--- config.mk ---
export PLATFORM = sky130hd
export DESIGN_NAME = branch_resolve
export DESIGN_NICKNAME = d
export VERILOG_FILES = /design/src/rtl/rv_pipe_pkg.sv /design/src/rtl/sat_counter.sv /design/src/rtl/branch_resolve.sv
export SDC_FILE = /design/constraint.sdc
export NUM_CORES = 1
export LEC_CHECK = 0
export BUFFER_PORTS_ARGS = -buffer_cell sky130_fd_sc_hd__buf_2
export CORE_ASPECT_RATIO = 0.8
export CORE_UTILIZATION = 55
export CTS_BUF_LIST = sky130_fd_sc_hd__clkbuf_8
export DETAILED_ROUTE_END_ITERATION = 7
export GPL_ROUTABILITY_DRIVEN = 0
export PLACE_DENSITY_LB_ADDON = 0.15
export SETUP_SLACK_MARGIN = 0.15
export SLEW_MARGIN = 30
export SYNTH_ARGS = -nofsm -noshare
export SYNTH_HDL_FRONTEND = slang
export SYNTH_SLANG_ARGS = --single-unit
--- constraint.sdc ---
create_clock -name clk -period 29.5 [get_ports clk]
set_input_delay 5.9 -clock clk [delete_from_list [all_inputs] [get_ports clk]]
set_output_delay 5.9 -clock clk [all_outputs]
set_load 0.01 [all_outputs]
--- src/rtl/rv_pipe_pkg.sv ---
// Shared pipeline definitions: default widths, the PC increment, and the
// bit layout of a fetch/decode/execute stage record {valid, pc, pred}.
package rv_pipe_pkg;

  localparam int DEF_AWIDTH = 32;
  localparam int DEF_CWIDTH = 16;
  localparam int PC_INC     = 4;

  // Index of each statistics counter in the counter bank.
  typedef enum logic [0:0] {
    CNT_BR  = 1'b0,
    CNT_MIS = 1'b1
  } cnt_sel_e;

  localparam int NUM_CNT = 2;

  // Default-width view of a stage record, handy for tooling and debug.
  typedef struct packed {
    logic                  v;
    logic [DEF_AWIDTH-1:0] pc;
    logic [DEF_AWIDTH-1:0] pred;
  } stage_t;

  // Stage record layout for an arbitrary address width:
  //   [2*aw]          valid
  //   [2*aw-1 : aw]   pc
  //   [aw-1   : 0]    predicted next pc
  function automatic int stage_width(input int aw);
    return 2 * aw + 1;
  endfunction

  function automatic int stage_v_bit(input int aw);
    return 2 * aw;
  endfunction

  function automatic int stage_pc_lsb(input int aw);
    return aw;
  endfunction

endpackage

--- src/rtl/sat_counter.sv ---
// Saturating up-counter: counts qualifying edges and sticks at all-ones.
module sat_counter #(
  parameter int CWIDTH = 16
) (
  input  logic              clk,
  input  logic              rst,
  input  logic              inc,
  output logic [CWIDTH-1:0] count
);

  logic [CWIDTH-1:0] count_reg;
  logic [CWIDTH-1:0] count_next;

  // Advance by one unless already saturated.
  always_comb begin
    count_next = count_reg;
    if (inc && (count_reg != {CWIDTH{1'b1}})) begin
      count_next = count_reg + CWIDTH'(1);
    end
  end

  // Counter state with synchronous clear.
  always_ff @(posedge clk) begin
    if (rst) begin
      count_reg <= '0;
    end else begin
      count_reg <= count_next;
    end
  end

  assign count = count_reg;

endmodule

--- src/rtl/branch_resolve.sv ---
// Execute-stage branch resolution: carries fetched instructions through the
// D and X stage registers, compares the predicted next PC against the real
// one, redirects/flushes on a mispredict, trains the target buffer on taken
// branches and keeps branch / mispredict statistics.
module branch_resolve
  import rv_pipe_pkg::*;
#(
  parameter int AWIDTH = DEF_AWIDTH,
  parameter int CWIDTH = DEF_CWIDTH
) (
  input  logic              clk,
  input  logic              rst,
  input  logic              valid_f,
  input  logic [AWIDTH-1:0] PC_f,
  input  logic [AWIDTH-1:0] pred_f,
  input  logic              stall_d,
  input  logic              br_x,
  input  logic              taken_x,
  input  logic [AWIDTH-1:0] alu_out,
  output logic              redirect,
  output logic [AWIDTH-1:0] redirect_pc,
  output logic              flush,
  output logic              upd_en,
  output logic [AWIDTH-1:0] upd_pc,
  output logic [AWIDTH-1:0] upd_target,
  output logic [CWIDTH-1:0] br_cnt,
  output logic [CWIDTH-1:0] mis_cnt
);

  localparam int SW     = stage_width(AWIDTH);
  localparam int V_BIT  = stage_v_bit(AWIDTH);
  localparam int PC_LSB = stage_pc_lsb(AWIDTH);

  // Stage records
  logic [SW-1:0] f_rec;
  logic [SW-1:0] d_reg;
  logic [SW-1:0] d_next;
  logic [SW-1:0] x_reg;
  logic [SW-1:0] x_next;

  // Field views of the stage records
  logic              v_d;
  logic [AWIDTH-1:0] pc_d;
  logic              v_x;
  logic [AWIDTH-1:0] pc_x;
  logic [AWIDTH-1:0] pred_x;

  logic [AWIDTH-1:0] actual;
  logic              mispredict;

  logic [NUM_CNT-1:0] cnt_inc;
  logic [CWIDTH-1:0]  cnt_val [NUM_CNT];

  assign f_rec  = {valid_f, PC_f, pred_f};
  assign v_d    = d_reg[V_BIT];
  assign pc_d   = d_reg[V_BIT-1:PC_LSB];
  assign v_x    = x_reg[V_BIT];
  assign pc_x   = x_reg[V_BIT-1:PC_LSB];
  assign pred_x = x_reg[PC_LSB-1:0];

  // Resolve the true next PC of the X-stage instruction and compare it with
  // the prediction it was fetched under; bubbles never mispredict.  A
  // non-branch whose prediction differs from pc+4 (stale buffer hit) counts
  // as a mispredict as well.
  always_comb begin
    actual = pc_x + AWIDTH'(PC_INC);
    if (br_x && taken_x) begin
      actual = alu_out;
    end
    mispredict = v_x && (pred_x != actual);
  end

  // Next stage contents: a flush squashes D and X even while stalled; a
  // stall holds D and injects a bubble into X; otherwise the pipe advances.
  always_comb begin
    d_next = d_reg;
    x_next = x_reg;
    if (mispredict) begin
      d_next[V_BIT] = 1'b0;
      x_next[V_BIT] = 1'b0;
    end else if (stall_d) begin
      x_next[V_BIT] = 1'b0;
    end else begin
      d_next = f_rec;
      x_next = d_reg;
    end
  end

  // Stage registers; reset only needs to drop the valid bits.
  always_ff @(posedge clk) begin
    if (rst) begin
      d_reg[V_BIT] <= 1'b0;
      x_reg[V_BIT] <= 1'b0;
    end else begin
      d_reg <= d_next;
      x_reg <= x_next;
    end
  end

  // Redirect, buffer-training and statistics-increment outputs.
  always_comb begin
    redirect            = mispredict;
    flush               = mispredict;
    redirect_pc         = actual;
    upd_en              = v_x && br_x && taken_x;
    upd_pc              = pc_x;
    upd_target          = alu_out;
    cnt_inc             = '0;
    cnt_inc[CNT_BR]     = v_x && br_x;
    cnt_inc[CNT_MIS]    = mispredict;
  end

  // Statistics counter bank
  genvar gi;
  generate
    for (gi = 0; gi < NUM_CNT; gi++) begin : g_cnt
      sat_counter #(
        .CWIDTH(CWIDTH)
      ) u_cnt (
        .clk  (clk),
        .rst  (rst),
        .inc  (cnt_inc[gi]),
        .count(cnt_val[gi])
      );
    end
  endgenerate

  assign br_cnt  = cnt_val[CNT_BR];
  assign mis_cnt = cnt_val[CNT_MIS];

endmodule

==> results of run 1 <==
worst register-to-register path, delay by kind of cell, from the launching register on:
family | cells | cell delay, ns
xor gates and xnor gates | 1 | 0.15
AOI/OAI and AO/OA | 2 | 0.52
buffers and inverters | 3 | 1.52
and+or+nand+nor | 6 | 2.44
DFF | 1 | 0.55
per-layer routing:
metal  routed length, um  vias to the layer above
met5                   0                        -
met4                 500                        0
met3                2430                       51
met2                9730                      427
met1                9150                     3178
li1                    -                     3128
worst min-delay path by stage:
stage | endpoint | slack [ns] | cells past startpoint
after floorplan | x_reg[0] | 0.40 | 0
after global placement | x_reg[33] | 0.40 | 0
after detailed placement | x_reg[63] | 0.40 | 0
after CTS | x_reg[61] | 0.42 | 0
after global routing | x_reg[8] | 0.43 | 0
final | x_reg[25] | 0.42 | 0
metrics by stage:
stage / utilization, % / cells
6_report: 64.7 / 1154
2_1_floorplan: - / 783
3_5_place_dp: 61.9 / 1122
5_1_grt: 64.7 / 1154
4_1_cts: 64.7 / 1154
3_3_place_gp: 61.9 / 1122
kinds of logic (layout without fill, tap and decap cells):
kind of cell / after synthesis / after routing
buffers and inverters: 125 / 286
flip-flops: 162 / 162
multiplexers: 12 / 12
AO/OA/AOI/OAI: 135 / 135
adder cells (fa/ha/maj): 3 / 3
XOR/XNOR: 68 / 68
AND/OR/NAND/NOR: 278 / 278
synth_stat cells (13+ instances only):
cell type / n / area [um2]
edfxtp_1: 128 / 3840
buf_4: 68 / 510
nand2_1: 62 / 233
nor2_1: 51 / 191
xnor2_1: 37 / 324
dfxtp_1: 34 / 681
o21ai_0: 33 / 165
nand3_1: 31 / 155
a21oi_1: 30 / 150
xor2_1: 29 / 254
clkbuf_1: 25 / 93.8
nand4_1: 25 / 156
inv_1: 18 / 67.6
o31ai_1: 15 / 113
and3_1: 14 / 87.6
nor2b_1: 13 / 81.3
final cells by class:
cell class | instances | area share (%)
Tap cell | 210 | 2.70
Clock buffer | 18 | 2.54
Sequential cell | 162 | 46.4
Timing Repair Buffer | 236 | 12.3
Multi-Input combinational cell | 496 | 33.6
Clock inverter | 14 | 1.77
Inverter | 18 | 0.693
power breakdown:
group          internal [W]  switching [W]  leakage, nW
clock             0.0000873      0.0000829        0.223
sequential         0.000255     0.00000755         1.47
combinational     0.0000192      0.0000278         2.02
total              0.000362       0.000118         3.72
==> impl_results.md, run 1 <==
- DP Area: 9330 um2
- Critical Path Most Common Cell: buf_2
- Reg area: 4520 um2
- Commonest non-fill, non-tap cell in the layout: buf_2
- Worst hold slack: 0.423 ns
- CP Data Arrival Time: 9.00 ns
- Critical path, cell by cell: buf_2 > and2_2 > nor3_1 > a311o_1 > nor4b_1 > o2111ai_1 > and4b_1 > nor4bb_4 > buf_4 > nor2_2 > buf_2
- Final Cycle Share: 50.5%
- Cell family with most CP delay: simple AND/OR/NAND/NOR gates
- Setup Crit Path Kind: in -> out
- First DRT Iteration DRCs: 932
- Area of the multi-input gates: 3280 um2
- Met3 usage: 7.22%
- Crit path from: br_x
- Post-DP HPWL: 16.3 mm
- RSZ-0062 raised after global routing: false
- R2r setup slk: 23.93 ns
- Initial antenna violation count: 0
- Cell Rows: 40
- Most Crowded Layer GR: met2
- Layout Nets: 1036
- GRT met1 Usage: 38.3%
- Worst EP required: 23.60 ns
- PostCTS Resize Cnt: 0
- WL per Instance: 18.9 um
- Main combinational cell family by area after synthesis: simple AND/OR/NAND/NOR gates
- Final setup margin: 14.60 ns
- Maximum clock frequency: 67.1 MHz
- Max_cap viols: 0
- Die Area: 16000 um2
- Clock sinks: 162
- Via count: 6784
- CTS Buf Count: 17
- Number of buffers and inverters on the critical path: 3
- Clock slew at reported path FFs: 0.08 ns
- Met2 usage: 41.7%
- Status: finished, final reports clean
- Ant diodes: 0
- Detailed-route wire length: 21.8 mm
- Async SR Flop Fraction: 0%
- Synth Area in Adders: 0.440%
- Pins Over Slew Limit: 0
- Post-synth EDFFs: 128
- Hold_sp: d_reg[25]
- Stages on worst setup path: 11
- First-pass GRT wire length: 33.2 mm
- Worst setup EP type: primary output
- Post-synthesis mux area share: 1.73%
- Drt drc: 0
- Final Hold Vio Count: 0
- Gr usage total: 27.5%
- Die Span Y: 113 um
- Initial core utilization: 56.6%
- Synthesized area: 8530 um2
- XOR/XNOR Fraction of Synth Area: 7.32%
- Worst R2R End: d_reg[50]
- Distinct cells, synth: 75
- FILL cells: 1211
- Largest net degree at the start of global routing: 82
- Final setup violation count: 0
- Syn Nets: 888
- VDD IR-drop max: 0.0342 mV
- Synth warn: 0
- Synth Register Bits: 162
- CTS tree: done
- Clk root buf: clkbuf_8
- Layout Area Growth over Synthesis: 14.3%
- Drt first pass iters: 5
- Post-Synthesis Cells: 783
- Worst rel slew slack: 35.8%
- Post-route ant nets: 0
- Fin area: 9750 um2
- Dpl ws: 14.66 ns
- CP Launch Type: input port
- R2r worst-path depth: 12
- Worst min path class: reg -> reg
- Num ports: 233
- Reg-to-Reg Start: x_reg[38]
- Commonest non-fill, non-tap cells in the layout: 232 x buf_2, 128 x edfxtp_1, 62 x nand2_1
- Worst-Skew Late Latency: 0.46 ns
- Max Clock Skew: 0.0129 ns
- Worst-margin pin slew: 0.963 ns
- GR Overflow Total: 0
- Layout cells sized above 1: 31.1%
- Total Power: 0.000480 W
- Simple-gate share of the synthesized area: 17.9%
- CP max-delay cell: and2_2
- Worst Setup EP: redirect
- Die X-Extent: 141 um
- Max incr delay on CP: 0.78 ns
- H-tree levels: 4
- Core area: 15100 um2
- PortBufs: 232
- Fin Setup TNS: 0 ns
- Leak: 3.72 nW
- Syn avg cell area: 10.9 um2
- Minimum clock period: 14.90 ns
- Synth Area in Compound Gates: 10.8%
- Vias in the first global route: 6131
- Routed vias/inst: 5.88
- CTS Buffer Depth: 2
- Setup bufs post-CTS: 0
- Crit Path Max Fanout: 56
- Hold buffer count at CTS: 0
- Power per cell area: 49.2 nW/um2
- Sequential share of the synthesized area: 53.0%
- Ys flop type: edfxtp_1
Power figures use the tool's default switching activity.
==> run 2, diff against run 1 <==
--- a/config.mk
+++ b/config.mk
@@ -7,7 +7,7 @@
 export LEC_CHECK = 0
 export BUFFER_PORTS_ARGS = -buffer_cell sky130_fd_sc_hd__buf_2
 export CORE_ASPECT_RATIO = 0.8
-export CORE_UTILIZATION = 55
+export CORE_UTILIZATION = 49
 export CTS_BUF_LIST = sky130_fd_sc_hd__clkbuf_8
 export DETAILED_ROUTE_END_ITERATION = 7
 export GPL_ROUTABILITY_DRIVEN = 0
==> constraint.sdc (replaced) <==
create_clock -name clk -period 12 [get_ports clk]
set_input_delay 2.4 -clock clk [delete_from_list [all_inputs] [get_ports clk]]
set_output_delay 2.4 -clock clk [all_outputs]
set_load 0.01 [all_outputs]
==> impl_results.md, run 2 (synthesis results as in run 1) <==
- Vias in the first global route: 6067 (-1.0%)
- Reg area: 4520 um2 (unchanged)
- Crit Path Max Fanout: 49 (-13%)
- Initial core utilization: 50.9% (-5.7 points)
- Minimum clock period: 7.99 ns
- Clock sinks: 162 (unchanged)
- Via count: 6615 (-2.5%)
- Layout Area Growth over Synthesis: 14.1%
- Layout Nets: 1035 (-0.097%)
- Pins Over Slew Limit: 0 (unchanged)
- First DRT Iteration DRCs: 585 (-37%)
- Commonest non-fill, non-tap cell in the layout: buf_2
- Drt drc: 0 (unchanged)
- RSZ-0062 raised after global routing: false
- Fin Setup TNS: 0 ns (unchanged)
- Setup bufs post-CTS: 0 (unchanged)
- Largest net degree at the start of global routing: 71 (-13%)
- Ant diodes: 0 (unchanged)
- Routed vias/inst: 5.69 (-3.2%)
- Worst setup EP type: primary output
- Max_cap viols: 0 (unchanged)
- CTS Buf Count: 17 (unchanged)
- WL per Instance: 18.5 um (-2.1%)
- Layout cells sized above 1: 31.1% (-0.073 points)
- Cell Rows: 42 (+5.0%)
- Worst rel slew slack: 36.7% (+0.91 points)
- Power per cell area: 118 nW/um2 (+140%)
- Hold buffer count at CTS: 0 (unchanged)
- Initial antenna violation count: 2 (+2)
- Detailed-route wire length: 21.5 mm (-1.3%)
- CP Data Arrival Time: 5.59 ns (-3.41 ns)
- Die Span Y: 120 um (+5.8%)
- Final setup violation count: 0 (unchanged)
- Most Crowded Layer GR: met1
- Drt first pass iters: 5 (unchanged)
- GRT met1 Usage: 36.5% (-1.7 points)
- Die X-Extent: 150 um (+5.9%)
- Final Hold Vio Count: 0 (unchanged)
- Clock slew at reported path FFs: 0.08 ns (about the same)
- Setup Crit Path Kind: in -> out
- Area of the multi-input gates: 3290 um2 (+0.30%)
- First-pass GRT wire length: 33.1 mm (-0.17%)
- Met3 usage: 5.44% (-1.8 points)
- PortBufs: 232 (unchanged)
- Status: finished, final reports clean
- FILL cells: 1479 (+22%)
- DP Area: 9340 um2 (+0.15%)
- Post-DP HPWL: 15.9 mm (-2.5%)
- Leak: 3.67 nW (-1.1%)
- CP Launch Type: input port
- Fin area: 9730 um2 (-0.18%)
- Worst min path class: reg -> reg
- CTS tree: done
- VDD IR-drop max: 0.0696 mV (+100%)
- Met2 usage: 36.3% (-5.4 points)
- Worst-margin pin slew: 0.946 ns (-0.0170 ns)
- Final Cycle Share: 66.6%
- Num ports: 233 (unchanged)
- Post-route ant nets: 0 (unchanged)
- Worst-Skew Late Latency: 0.46 ns (about the same)
- Core area: 16800 um2 (+11%)
- CTS Buffer Depth: 2 (unchanged)
- Clk root buf: clkbuf_8
- Worst EP required: 9.60 ns (-14.00 ns)
- GR Overflow Total: 0 (unchanged)
- H-tree levels: 4 (unchanged)
- Maximum clock frequency: 125 MHz
- Max Clock Skew: 0.0193 ns (+0.00641 ns)
- PostCTS Resize Cnt: 0 (unchanged)
- Gr usage total: 24.7% (-2.8 points)
- Commonest non-fill, non-tap cells in the layout: 232 x buf_2, 128 x edfxtp_1, 61 x nand2_1
- Die Area: 17900 um2 (+12%)
[run 2: through the flow]
stage / hold slack, ns / worst slack [ns] / cells / util [%] / power (W)
3_5_place_dp: 0.405 / 4.07 / 1131 / 55.7 / 0.000772
6_report: 0.417 / 4.01 / 1163 / 58.1 / 0.00115
4_1_cts: 0.419 / 4.06 / 1163 / 58.0 / 0.00116
2_1_floorplan: 0.400 / 1.95 / 783 / - / 0.000729
3_3_place_gp: 0.401 / 4.14 / 1131 / 55.7 / 0.000770
5_1_grt: 0.428 / 3.80 / 1163 / 58.1 / 0.00120
[run 2: power by group]
group	leakage, nW	internal (W)	switching (W)
combinational	2.02	0.0000470	0.0000677
clock	0.182	0.000186	0.000206
sequential	1.47	0.000627	0.0000182
[run 2: worst max-delay path: stages]
cell and delay [ns]:
buf_2 0.14, nand2_2 0.70, a31oi_1 0.24, xor2_1 0.21
a2111oi_0 0.67, nand4_1 0.26, nor4bb_4 0.33, buf_4 0.32
nor2_2 0.14, buf_2 0.16
[run 2: layout make-up]
type	count	share of cell area (%)
Tap cell	220	2.83
Clock buffer	17	2.40
Clock inverter	15	1.62
Sequential cell	162	46.5
Timing Repair Buffer	235	12.2
Multi-Input combinational cell	496	33.8
Inverter	18	0.694
[run 2: metal layers]
layer  vias to the layer above  part of all wire (%)
li1                       3135                     -
met1                      3135                    45
met3                        23                    10
met2                       322                    44
met5                         -                     0
met4                         0                   1.1
[run 2: final timing paths]
check / startpoint / endpoint / slack, ns / cells after the start
max: br_x / flush / 4.01 / 10
min: d_reg[35] / x_reg[35] / 0.42 / 0
max reg2reg: x_reg[38] / d_reg[20] / 6.11 / 12
min reg2reg: d_reg[35] / x_reg[35] / 0.42 / 0
==> run 3, diff against run 2 <==
--- a/config.mk
+++ b/config.mk
@@ -7,7 +7,7 @@
 export LEC_CHECK = 0
 export BUFFER_PORTS_ARGS = -buffer_cell sky130_fd_sc_hd__buf_2
 export CORE_ASPECT_RATIO = 0.8
-export CORE_UTILIZATION = 49
+export CORE_UTILIZATION = 55
 export CTS_BUF_LIST = sky130_fd_sc_hd__clkbuf_8
 export DETAILED_ROUTE_END_ITERATION = 7
 export GPL_ROUTABILITY_DRIVEN = 0
==> constraint.sdc (replaced) <==
create_clock -name clk -period 8.4 [get_ports clk]
set_input_delay 1.68 -clock clk [delete_from_list [all_inputs] [get_ports clk]]
set_output_delay 1.68 -clock clk [all_outputs]
set_load 0.01 [all_outputs]
==> impl_results.md, run 3 (synthesis results as in run 1) <==
- Status: finished, final reports clean
- Via count: 6802 (+2.8%)
- Worst setup EP type: primary output
- PostCTS Resize Cnt: 0 (unchanged)
- Critical path, cell by cell: buf_2 > nand2_2 > nor2_1 > a31oi_1 > xor2_1 > a2111oi_0 > nand4_1 > nor4bb_4 > buf_4 > nor2_2 > buf_2
- Die X-Extent: 141 um (-5.5%)
- Num ports: 233 (unchanged)
- CTS Buffer Depth: 2 (unchanged)
- Dpl ws: 1.93 ns (-2.14 ns)
- Layout cells sized above 1: 31.3% (+0.21 points)
- Initial antenna violation count: 0 (-2)
- Power per cell area: 172 nW/um2 (+45%)
- Hold buffer count at CTS: 0 (unchanged)
- Pins Over Slew Limit: 0 (unchanged)
- Max Clock Skew: 0.0164 ns (-0.00294 ns)
- Setup Crit Path Kind: in -> out
- Die Span Y: 113 um (-5.5%)
- Core area: 15100 um2 (-10%)
- PortBufs: 232 (unchanged)
- Worst-Skew Late Latency: 0.48 ns (+0.02 ns)
- Ant diodes: 0 (unchanged)
- Max_cap viols: 0 (unchanged)
- CTS tree: done
- Commonest non-fill, non-tap cell in the layout: buf_2
- Post-route ant nets: 0 (unchanged)
- Maximum clock frequency: 154 MHz
- Clk root buf: clkbuf_8
- Initial core utilization: 56.6% (+5.7 points)
- Fin area: 9740 um2 (about the same)
- H-tree levels: 4 (unchanged)
- Clock slew at reported path FFs: 0.09 ns (about the same)
- Largest net degree at the start of global routing: 72 (+1.4%)
- Routed vias/inst: 5.90 (+3.7%)
- DP Area: 9330 um2 (-0.13%)
- CP max-delay cell: nand2_2
- First-pass GRT wire length: 33.0 mm (-0.21%)
- Placed cells: 1121 (-0.88%)
- Post-DP HPWL: 16.2 mm (+1.4%)
- CP Data Arrival Time: 4.80 ns (-0.79 ns)
- Vias in the first global route: 6190 (+2.0%)
- Setup bufs post-CTS: 0 (unchanged)
- GR Overflow Total: 0 (unchanged)
- VDD IR-drop max: 0.108 mV (+55%)
- Detailed-route wire length: 21.6 mm (+0.17%)
- Cell Rows: 40 (-4.8%)
- Crit Path Max Fanout: 49 (unchanged)
- Minimum clock period: 6.48 ns
- Clock sinks: 162 (unchanged)
- First DRT Iteration DRCs: 741 (+27%)
- WL per Instance: 18.7 um (+1.0%)
- Worst-margin pin slew: 0.950 ns (+0.00439 ns)
- CP Launch Type: input port
- Commonest non-fill, non-tap cells in the layout: 232 x buf_2, 128 x edfxtp_1, 61 x nand2_1
- Layout Nets: 1035 (unchanged)
- Worst rel slew slack: 36.4% (-0.29 points)
- Non-filler cells, final: 1153 (-0.86%)
- RSZ-0062 raised after global routing: false
- CTS Buf Count: 17 (unchanged)
- Gr usage total: 27.6% (+2.9 points)
- Critical Path Most Common Cell: buf_2
- Fin Setup TNS: 0 ns (unchanged)
- Worst min path class: reg -> reg
- Final setup violation count: 0 (unchanged)
- Final setup margin: 1.92 ns (-2.09 ns)
- Final Cycle Share: 77.2%
- Die Area: 16000 um2 (-11%)
- Worst EP required: 6.72 ns (-2.88 ns)
- Max incr delay on CP: 0.70 ns (about the same)
- Drt drc: 0 (unchanged)
- Drt first pass iters: 6 (+1)
- Total Power: 0.00167 W (+45%)
- Leak: 3.70 nW (+0.86%)
- Layout Area Growth over Synthesis: 14.2% (about the same)
- Final Hold Vio Count: 0 (unchanged)
run 3: cell types whose count changed in the layout (fill, tap and decap cells not counted):
cell | before | now
inv_6 | 3 | 6
inv_4 | 0 | 1
clkbuf_8 | 17 | 18
clkinv_2 | 0 | 1
clkinvlp_2 | 1 | 0
clkinv_1 | 2 | 0
inv_8 | 1 | 2
clkinvlp_4 | 4 | 0
run 3: power breakdown:
part | total, W | switching [W] | internal [W]
clock network | 0.000588 | 0.000306 | 0.000282
logic | 0.000165 | 0.0000973 | 0.0000672
registers | 0.000922 | 0.0000262 | 0.000896
total | 0.00167 | 0.000430 | 0.00124
run 3: critical path, delay by kind of cell:
kind	cells	cell delay [ns]
simple gates	5	1.51
compound gates	2	0.83
buf+inv	3	0.64
xor+xnor	1	0.12
run 3: per-layer routing:
| layer | GRT usage, % | vias to the layer above | routed length, um |
|---|---|---|---|
| li1 | - | 3126 | - |
| met1 | 37.3 | 3237 | 9130 |
| met2 | 41.4 | 387 | 9550 |
| met3 | 8.61 | 52 | 2340 |
| met4 | 11.3 | 0 | 547 |
| met5 | 0 | - | 0 |
run 3: stage by stage:
step | hold WS, ns | util, %
floorplan | 0.400 | -
global placement | 0.403 | 61.9
detailed placement | 0.405 | 61.9
CTS | 0.419 | 64.6
global route | 0.429 | 64.7
finish | 0.416 | 64.7
run 3: layout make-up:
| class | count | area, um2 |
|---|---|---|
| clock inverter | 14 | 164 |
| timing repair buffer | 235 | 1180 |
| clock buffer | 18 | 248 |
| inverter | 18 | 67.6 |
| sequential | 162 | 4520 |
| multi-input combinational | 496 | 3290 |
| fill | 1221 | 5330 |
| tap | 210 | 263 |
run 3: worst paths after layout:
kind / cells past startpoint / slack, ns / end / start
setup / recovery: 11 / 1.92 / flush / br_x
hold / removal: 0 / 0.42 / x_reg[25] / d_reg[25]
setup reg to reg: 11 / 3.24 / d_reg[17] / x_reg[38]
hold reg to reg: 0 / 0.42 / x_reg[25] / d_reg[25]
